`src/rtl/div_ratio_ctrl_pkg.sv`:
```
// Shared types and constants for the divider ratio controller.
// Latency: n/a (declarations only).
// Backpressure: n/a.
package div_ctrl_pkg;

  localparam int CNT_W_DEF = 4;
  localparam int MIN_RATIO = 2;

  typedef enum logic [1:0] {
    RUN    = 2'd0,
    PEND   = 2'd1,
    SETTLE = 2'd2
  } state_t;

endpackage

```
`src/rtl/div_ratio_ctrl_if.sv`:
```
// Ratio request channel between a requester and the divider controller.
// Latency: n/a (wires only).
// Backpressure: requester holds req_valid/req_ratio stable until req_ready is seen.
interface div_ratio_ctrl_if #(
  parameter int CNT_W = 4
);

  logic             req_valid;
  logic [CNT_W-1:0] req_ratio;
  logic             req_ready;

  modport master (output req_valid, output req_ratio, input req_ready);
  modport slave  (input req_valid, input req_ratio, output req_ready);

endinterface

```
`src/rtl/div_ratio_cnt.sv`:
```
// Divide counter with wrap/enable hold and tc/div_hi/ratio_odd decode.
// Latency: decodes are combinational from the counter flop (zero added latency).
// Backpressure: none; counts every enabled cycle.
module div_ratio_cnt #(
  parameter int CNT_W = 4
) (
  input  logic             clk,
  input  logic             rst,
  input  logic             en,
  input  logic             gate,
  input  logic [CNT_W-1:0] ratio,
  output logic [CNT_W-1:0] cnt,
  output logic             at_term,
  output logic             tc,
  output logic             div_hi,
  output logic             ratio_odd
);

  logic [CNT_W-1:0] cnt_q;
  logic             last;
  logic [CNT_W:0]   half;

  // Last count of the current period under the active ratio.
  assign last = (cnt_q == (ratio - {{(CNT_W-1){1'b0}}, 1'b1}));

  // High phase covers ceil(ratio/2) counts so odd ratios get the longer half.
  assign half = ({1'b0, ratio} + {{CNT_W{1'b0}}, 1'b1}) >> 1;

  // Count up, wrap after ratio-1, park at 0 while disabled.
  always_ff @(posedge clk) begin
    if (rst) begin
      cnt_q <= '0;
    end else if (!en || last) begin
      cnt_q <= '0;
    end else begin
      cnt_q <= cnt_q + {{(CNT_W-1){1'b0}}, 1'b1};
    end
  end

  assign cnt       = cnt_q;
  assign at_term   = en & ~rst & last;
  assign tc        = at_term & ~gate;
  assign div_hi    = en & ~rst & ~gate & ({1'b0, cnt_q} < half);
  assign ratio_odd = ratio[0];

endmodule

```
`src/rtl/div_ratio_ctrl.sv`:
```
// Run-time divide-ratio controller: applies new ratios only at the period boundary.
// Latency: ratio takes effect on the terminal-count edge (next edge if disabled), err one cycle after accept.
// Backpressure: req_ready low outside RUN; optional DIV_RATIO_CTRL_GATE_EN masks tc/div_hi in SETTLE.
module div_ratio_ctrl
  import div_ctrl_pkg::*;
#(
  parameter int CNT_W      = CNT_W_DEF,
  parameter int DEF_RATIO  = 9,
  parameter int SETTLE_CYC = 2
) (
  input  logic                  clk,
  input  logic                  rst,
  input  logic                  div_en,
  div_ratio_ctrl_if.slave       req,
  output logic [CNT_W-1:0]      cur_ratio,
  output logic [CNT_W-1:0]      cnt,
  output logic                  tc,
  output logic                  div_hi,
  output logic                  ratio_odd,
  output logic                  busy,
  output logic                  err
);

  localparam int SC_W = $clog2(SETTLE_CYC + 1);
  localparam logic [SC_W-1:0]  SC_LAST  = SC_W'(SETTLE_CYC - 1);
  localparam logic [CNT_W-1:0] RATIO_RST = CNT_W'(DEF_RATIO);
  localparam logic [CNT_W-1:0] RATIO_MIN = CNT_W'(MIN_RATIO);

  state_t           state, state_nxt;
  logic [CNT_W-1:0] cur_q, cur_nxt;
  logic [CNT_W-1:0] pend_q, pend_nxt;
  logic [SC_W-1:0]  scnt_q, scnt_nxt;
  logic             err_q, err_nxt;
  logic             ready;
  logic             xfer;
  logic             at_term;
  logic             gate;

  assign ready         = (state == RUN) & ~rst;
  assign xfer          = req.req_valid & ready;
  assign req.req_ready = ready;

`ifdef DIV_RATIO_CTRL_GATE_EN
  assign gate = (state == SETTLE);
`else
  assign gate = 1'b0;
`endif

  // Controller state, active/pending ratio, settle timer and error pulse.
  always_ff @(posedge clk) begin
    if (rst) begin
      state  <= RUN;
      cur_q  <= RATIO_RST;
      pend_q <= RATIO_RST;
      scnt_q <= '0;
      err_q  <= 1'b0;
    end else begin
      state  <= state_nxt;
      cur_q  <= cur_nxt;
      pend_q <= pend_nxt;
      scnt_q <= scnt_nxt;
      err_q  <= err_nxt;
    end
  end

  // Next-state: accept in RUN, swap ratio at the period boundary, then settle.
  always_comb begin
    state_nxt = state;
    cur_nxt   = cur_q;
    pend_nxt  = pend_q;
    scnt_nxt  = scnt_q;
    err_nxt   = 1'b0;
    case (state)
      RUN: begin
        if (xfer) begin
          if (req.req_ratio < RATIO_MIN) begin
            err_nxt = 1'b1;
          end else if (req.req_ratio != cur_q) begin
            pend_nxt  = req.req_ratio;
            state_nxt = PEND;
          end
        end
      end
      PEND: begin
        // Counter wraps to 0 on its own at the terminal edge, or is parked at 0 when disabled.
        if (!div_en || at_term) begin
          cur_nxt   = pend_q;
          scnt_nxt  = '0;
          state_nxt = SETTLE;
        end
      end
      SETTLE: begin
        if (scnt_q == SC_LAST) begin
          state_nxt = RUN;
        end else begin
          scnt_nxt = scnt_q + {{(SC_W-1){1'b0}}, 1'b1};
        end
      end
      default: state_nxt = RUN;
    endcase
  end

  div_ratio_cnt #(
    .CNT_W(CNT_W)
  ) u_cnt (
    .clk      (clk),
    .rst      (rst),
    .en       (div_en),
    .gate     (gate),
    .ratio    (cur_q),
    .cnt      (cnt),
    .at_term  (at_term),
    .tc       (tc),
    .div_hi   (div_hi),
    .ratio_odd(ratio_odd)
  );

  assign cur_ratio = cur_q;
  assign busy      = (state != RUN) & ~rst;
  assign err       = err_q & ~rst;

endmodule

```
`src/flat_wrapper.sv`:
```
// flat-port wrapper written by rule: the top's interface ports become plain ports
module div_ratio_ctrl_flat import div_ctrl_pkg::*;
#(
  parameter int CNT_W      = CNT_W_DEF,
  parameter int DEF_RATIO  = 9,
  parameter int SETTLE_CYC = 2
)
  (clk, rst, div_en, cur_ratio, cnt, tc, div_hi, ratio_odd, busy, err, req_req_valid, req_req_ratio, req_req_ready);
  div_ratio_ctrl_if #(.CNT_W(CNT_W)) req_i ();
  input  logic clk;
  input  logic rst;
  input  logic div_en;
  output logic [CNT_W-1:0] cur_ratio;
  output logic [CNT_W-1:0] cnt;
  output logic tc;
  output logic div_hi;
  output logic ratio_odd;
  output logic busy;
  output logic err;
  input wire logic [$bits(req_i.req_valid)-1:0] req_req_valid;
  input wire logic [$bits(req_i.req_ratio)-1:0] req_req_ratio;
  output wire logic [$bits(req_i.req_ready)-1:0] req_req_ready;
  assign req_i.req_valid = req_req_valid;
  assign req_i.req_ratio = req_req_ratio;
  assign req_req_ready = req_i.req_ready;
  div_ratio_ctrl #(.CNT_W(CNT_W), .DEF_RATIO(DEF_RATIO), .SETTLE_CYC(SETTLE_CYC)) u_core (.clk(clk), .rst(rst), .div_en(div_en), .req(req_i), .cur_ratio(cur_ratio), .cnt(cnt), .tc(tc), .div_hi(div_hi), .ratio_odd(ratio_odd), .busy(busy), .err(err));
endmodule
```
`config.mk`:
```
export PLATFORM = sky130hd
export DESIGN_NAME = div_ratio_ctrl_flat
export DESIGN_NICKNAME = d
export VERILOG_FILES = /design/src/rtl/div_ratio_ctrl_pkg.sv /design/src/rtl/div_ratio_ctrl_if.sv /design/src/rtl/div_ratio_cnt.sv /design/src/rtl/div_ratio_ctrl.sv /design/src/flat_wrapper.sv
export SDC_FILE = /design/constraint.sdc
export NUM_CORES = 1
export LEC_CHECK = 0
export CAP_MARGIN = 20
export CORE_ASPECT_RATIO = 1.75
export CORE_MARGIN = 1.5
export CORE_UTILIZATION = 44
export CTS_CLUSTER_DIAMETER = 200
export CTS_CLUSTER_SIZE = 14
export DETAILED_ROUTE_END_ITERATION = 12
export PLACE_DENSITY = 0.74
export SLEW_MARGIN = 20
export SYNTH_ARGS = -nofsm -noshare
export SYNTH_HDL_FRONTEND = slang
export SYNTH_HIERARCHICAL = 1
export SYNTH_SLANG_ARGS = --single-unit
```
`constraint.sdc`:
```
create_clock -name clk -period 2.2 [get_ports clk]
set_clock_uncertainty 0.2 [all_clocks]
set_input_delay 0.44 -clock clk [delete_from_list [all_inputs] [get_ports clk]]
set_output_delay 0.44 -clock clk [all_outputs]
set_load 0.1 [all_outputs]
```
==> summary.md, run 1 <==
| Metric | Value |
|---|---|
| Status | complete, but fails checks |
| Failing checks | negative setup slack |
| Final core occ | 0.792 |
| Clk slew on worst S/H paths | 0.09 ns |
| Most common cell after layout, fill and taps aside | buf_4 |
| Multi-input logic area | 802 um2 |
| Yosys warns | 6 |
| Fraction of layout cells with a size suffix above 1 | 0.490 |
| DR vias | 906 |
| Main combinational cell family by area after synthesis | simple AND/OR/NAND/NOR gates |
| CP dominant cell by count | a21o_1 |
| Routed Antenna Nets | 0 |
| Clock sinks | 17 |
| Starting DRT DRC Count | 4 |
| Initial antenna violation count | 0 |
| Post-synthesis mux area share | 0.0492 |
| Die area | 2620 um2 |
| Initial core utilization | 0.474 |
| Crit. End Element | output pin |
| Grt total ovfl | 0 |
| First-pass GRT wire length | 3.81 mm |
| Mapped Cells | 107 |
| Async SR Flop Fraction | 0 |
| Vias per inst | 5.18 |
| MaxCap Viol Count | 0 |
| CTS Hold Bufs | 0 |
| Cell Rows | 22 |
| Required @ worst endpoint | 1.56 ns |
| Syn avg cell area | 9.51 um2 |
| Root Buffer | clkbuf_4 |
| Crit Path Category | reg2out |
| Synth cell types | 34 |
| Fmax | 355 MHz |
| Core Region | 2150 um2 |
| Final net count | 167 |
| Final Hold Viols | 0 |
| Slowest Stage Delay on Critical Path | 0.37 ns |
| DP HPWL | 1.90 mm |
| DRT Wirelength | 2.59 mm |
| Share of the synthesized area in compound gates (AO/OA/AOI/OAI) | 0.0578 |
| Post-synthesis sequential area ratio | 0.335 |
| Pre-antenna DRT Iters | 2 |
| Storage element area | 358 um2 |
| Final WS setup | -0.618 ns |
| Largest net degree at the start of global routing | 20 |
| Pwr dens | 499 nW/um2 |
| Leakage | 0.715 nW |
| Clk Latency, worst-skew pair | 0.29 ns |
| Post-synth EDFFs | 0 |
| Synthesis-stage register bit count | 17 |
| Final slew viol count | 0 |
| Post-synthesis adder-cell area fraction | 0.0861 |
| Post-Synth XOR/XNOR Area | 0.128 |
| Port Buffers | 21 |
| H-tree depth | 1 |
| Filler cell count | 139 |
| Bufs on Longest Clock Path | 2 |
| Maximum VDD drop | 0.402 mV |
| Startpoint types | flop |
| Dominant synthesized flop cell | dfxtp_1 |
| # DRC | 0 |
| Post-synthesis simple-gate area fraction | 0.306 |
| Layout area overhead | 67.2% |
| Min-delay worst type | reg2reg |
| Final setup fails | 6 |
| Die Y | 66.6 um |
| Die width | 39.3 um |
| Hold_ws | 0.283 ns |
| Antenna diodes | 0 |
| Netlist Area Pre-Place | 1020 um2 |
| I/O pin count | 22 |
| Final min period | 2.82 ns |
| Num CTS Buffers | 3 |
| RSZ-0062 raised after global routing | true |
| Crit Path Max Fanout | 4 |
| Most frequent cells in the layout | buf_4, buf_12, nor2_1, dfxtp_1 |
| Crit share post-route | 1.28 |
| Worst Path Buf+Inv | 1 |
| Vias in the first global route | 879 |
| Largest delay share family, worst path | compound AO/OA/AOI/OAI gates |
| Critical path's slowest cell | dfxtp_4 |
| Total GRT Usage | 0.213 |
| Routed wire length per instance | 14.8 um |
| CP Cell Sequence | ha_4, xnor2_1, ha_1, a21o_1, a21o_1, a2111oi_4, buf_12 |
| Worst EP arrival | 2.18 ns |
| GP Congestion | 0.740 |
| CTS tree | done |
stage by stage:
stage                     power (mW)  cells  setup TNS, ns  cell area, um2  setup WS [ns]
after global placement         0.648    165         -0.503            1540         -0.230
after floorplan                0.548    108          -2.73            1110          -1.03
after global routing           0.889    175          -1.79            1700         -0.697
after CTS                      0.828    172          -1.20            1620         -0.605
after detailed placement       0.654    165         -0.773            1540         -0.293
final                          0.849    175          -1.17            1700         -0.618
power breakdown:
group | switching, mW | leakage, nW | internal, mW
clock network | 0.0946 | 0.0150 | 0.0705
logic | 0.194 | 0.559 | 0.151
registers | 0.0174 | 0.141 | 0.321
worst paths after layout:
kind,from,endpoint,slack [ns],depth (start not counted)
worst min register to register,u_core/pend_q[1]$_SDFFE_PP0P_,u_core/cur_ratio[1]$_SDFFE_PP0P_,0.28,2
worst max register to register,u_core/cur_ratio[1]$_SDFFE_PP0P_,u_core/scnt_q[0]$_SDFFE_PP0P_,-0.06,11
worst min-delay path,u_core/pend_q[1]$_SDFFE_PP0P_,u_core/cur_ratio[1]$_SDFFE_PP0P_,0.28,2
worst max-delay path,u_core/cur_ratio[0]$_SDFFE_PP1P_,div_hi,-0.62,7
kinds of logic after synthesis:
| group | Yosys count |
|---|---|
| mux | 5 |
| simple gates | 47 |
| flops | 17 |
| fa+ha+maj | 7 |
| other cells | 1 |
| compound gates | 8 |
| buf+inv | 8 |
| xor+xnor | 14 |
registers in the layout, summed over array words and instances, names as in the netlist:
| register | cells |
|---|---|
| u_core/cur_ratio | 4 |
| u_core/scnt_q | 2 |
| u_core/pend_q | 4 |
| u_core/state | 2 |
| u_core/u_cnt/cnt | 4 |
| u_core/err_q | 1 |
tightest hold or removal path, delay by kind of cell (launching register included):
family             cells  cell delay, ns
and+or+nand+nor        1            0.07
DFF                    1            0.34
AOI/OAI and AO/OA      1            0.05
what timing repair did:
action                     CTS  global route
pin swaps                    2             8
resized for setup            5            12
buffers inserted             3             3
cloned                       0             0
setup endpoints to repair    8             9
synth_stat cells (2+ instances only):
cell type	number	area (um2)
nand3_1	7	35.0
a21o_1	2	15.0
nor3_1	3	15.0
nor2_1	10	37.5
xor2_1	2	17.5
nor3b_2	2	25.0
ha_1	7	87.6
xnor2_1	11	96.3
dfxtp_1	17	340
nor2b_1	2	12.5
inv_1	5	18.8
nand2b_1	6	37.5
a21oi_1	2	10.0
nand2_1	6	22.5
nand3b_1	2	15.0
mux2i_1	5	50.1
metal layers:
| layer | global-route usage | up-vias | wire length (um) | share of wire |
|---|---|---|---|---|
| met2 | 0.423 | 18 | 1650 | 0.64 |
| met4 | 0.0948 | 0 | 39 | 0.015 |
| met1 | 0.184 | 429 | 831 | 0.32 |
| met3 | 0.0400 | 6 | 68 | 0.026 |
| li1 | - | 453 | - | - |
| met5 | 0 | - | 0 | 0 |
cell type report:
class / instances / share of cell area
sequential: 17 / 0.210
clock buffer: 4 / 0.0155
timing repair buffer: 42 / 0.274
tap: 24 / 0.0177
multi-input combinational: 83 / 0.472
inverter: 5 / 0.0110
Power figures use the tool's default switching activity.
==> run 2: changes to the inputs <==
--- a/config.mk
+++ b/config.mk
@@ -8,11 +8,10 @@
 export CAP_MARGIN = 20
 export CORE_ASPECT_RATIO = 1.75
 export CORE_MARGIN = 1.5
-export CORE_UTILIZATION = 44
+export CORE_UTILIZATION = 35
 export CTS_CLUSTER_DIAMETER = 200
 export CTS_CLUSTER_SIZE = 14
 export DETAILED_ROUTE_END_ITERATION = 12
-export PLACE_DENSITY = 0.74
 export SLEW_MARGIN = 20
 export SYNTH_ARGS = -nofsm -noshare
 export SYNTH_HDL_FRONTEND = slang
==> summary.md, run 2 (synthesis gave the netlist of run 1 again) <==
| Metric | Value |
|---|---|
| MaxCap Viol Count | 0 |
| Initial core utilization | 0.374 |
| Root Buffer | clkbuf_8 |
| Crit Path Max Fanout | 4 |
| Vias in the first global route | 825 |
| Final Hold Viols | 0 |
| Status | complete, but fails checks |
| Leakage | 0.733 nW |
| Port Buffers | 21 |
| Die Y | 74.3 um |
| Hold_ws | 0.267 ns |
| Crit Path Category | reg2out |
| Pre-antenna DRT Iters | 4 |
| Fraction of layout cells with a size suffix above 1 | 0.493 |
| H-tree depth | 1 |
| # DRC | 0 |
| DRT Wirelength | 2.44 mm |
| TNS Setup | -1.78 ns |
| Antenna diodes | 0 |
| DR vias | 897 |
| Starting DRT DRC Count | 22 |
| Crit share post-route | 1.24 |
| Final WS setup | -0.533 ns |
| DP HPWL | 1.86 mm |
| Maximum VDD drop | 0.458 mV |
| Num CTS Buffers | 3 |
| CP Cell Sequence | ha_4, xnor2_1, ha_1, a21o_1, a21o_1, a2111oi_4, buf_12 |
| RSZ-0062 raised after global routing | true |
| Min-delay worst type | reg2reg |
| Layout area overhead | 71.1% |
| Critical path's slowest cell | dfxtp_4 |
| Bufs on Longest Clock Path | 2 |
| Final core occ | 0.640 |
| Die width | 43.8 um |
| Required @ worst endpoint | 1.56 ns |
| Final slew viol count | 0 |
| CP dominant cell by count | a21o_1 |
| Final min period | 2.73 ns |
| Slowest Stage Delay on Critical Path | 0.36 ns |
| Path depth of the worst reg2reg path | 12 |
| Final net count | 166 |
| Hold depth | 2 |
| CTS Hold Bufs | 0 |
| Clock sinks | 17 |
| Vias per inst | 5.07 |
| Fmax | 366 MHz |
| CTS tree | done |
| Crit. End Element | output pin |
| Filler cell count | 220 |
| Failing checks | negative setup slack |
| Clk Latency, worst-skew pair | 0.26 ns |
| GP Congestion | 0.824 |
| First-pass GRT wire length | 3.87 mm |
| Cell Rows | 25 |
| Most frequent cells in the layout | buf_4, buf_12, nor2_1, dfxtp_1 |
| Initial antenna violation count | 0 |
| Pwr dens | 533 nW/um2 |
| Core Region | 2720 um2 |
| Grt total ovfl | 0 |
| Routed Antenna Nets | 0 |
| Startpoint types | flop |
| I/O pin count | 22 |
| Die area | 3250 um2 |
| PnR Total Power | 927 uW |
| Worst EP arrival | 2.09 ns |
| Routed wire length per instance | 13.8 um |
| Most common cell after layout, fill and taps aside | buf_4 |
| Total GRT Usage | 0.162 |
| Clk slew on worst S/H paths | 0.06 ns |
| Final setup fails | 9 |
| Largest net degree at the start of global routing | 20 |
[run 2: where the power goes]
group | internal [mW] | total (mW) | switching (mW)
Sequential | 0.321 | 0.340 | 0.0188
Combinational | 0.152 | 0.346 | 0.194
Clock | 0.129 | 0.241 | 0.112
[run 2: worst paths after layout]
check | startpoint | to | slack, ns
worst max-delay path | u_core/cur_ratio[1]$_SDFFE_PP0P_ | div_hi | -0.53
worst min-delay path | u_core/pend_q[1]$_SDFFE_PP0P_ | u_core/cur_ratio[1]$_SDFFE_PP0P_ | 0.27
worst max register to register | u_core/cur_ratio[1]$_SDFFE_PP0P_ | u_core/state[0]$_SDFFE_PP0P_ | -0.17
worst min register to register | u_core/pend_q[1]$_SDFFE_PP0P_ | u_core/cur_ratio[1]$_SDFFE_PP0P_ | 0.27
[run 2: worst max-delay path, delay by kind of cell, from the launching register on]
kind	cells	cell delay [ns]
xor+xnor	1	0.12
buf+inv	1	0.22
fa+ha+maj	2	0.45
flops	1	0.36
compound gates	3	0.69
[run 2: layer usage]
layer  vias to the layer above  GRT usage  routed length, um  part of all wire
met3                         5     0.0218                 81             0.033
met4                         0     0.0909                 63             0.026
met5                         -          0                  0                 0
met2                        20      0.299               1400              0.57
met1                       423      0.168                900              0.37
li1                        449          -                  -                 -
[run 2: through the flow]
step	setup WS (ns)	instances	instance area, um2
floorplan	-1.03	108	1110
global placement	-0.241	168	1540
detailed placement	-0.250	168	1540
CTS	-0.543	175	1660
global route	-0.588	177	1740
finish	-0.533	177	1740
[run 2: timing repair]
action,4_1_cts,5_1_grt
gates resized for setup,7,14
buffers inserted,3,2
setup endpoints to repair,8,10
pin swaps,2,6
[run 2: cell type report]
type	instances	area, um2	share of cell area
Multi-Input combinational cell	83	825	0.474
Clock buffer	4	45.0	0.0259
Inverter	5	21.3	0.0122
Tap cell	27	33.8	0.0194
Sequential cell	17	358	0.206
Timing Repair Buffer	41	458	0.263
==> run 3: changes to the inputs <==
--- a/config.mk
+++ b/config.mk
@@ -5,7 +5,6 @@
 export SDC_FILE = /design/constraint.sdc
 export NUM_CORES = 1
 export LEC_CHECK = 0
-export CAP_MARGIN = 20
 export CORE_ASPECT_RATIO = 1.75
 export CORE_MARGIN = 1.5
 export CORE_UTILIZATION = 35
==> results of run 3 <==
The final DEF is identical to that of run 2; final timing and power are the same.
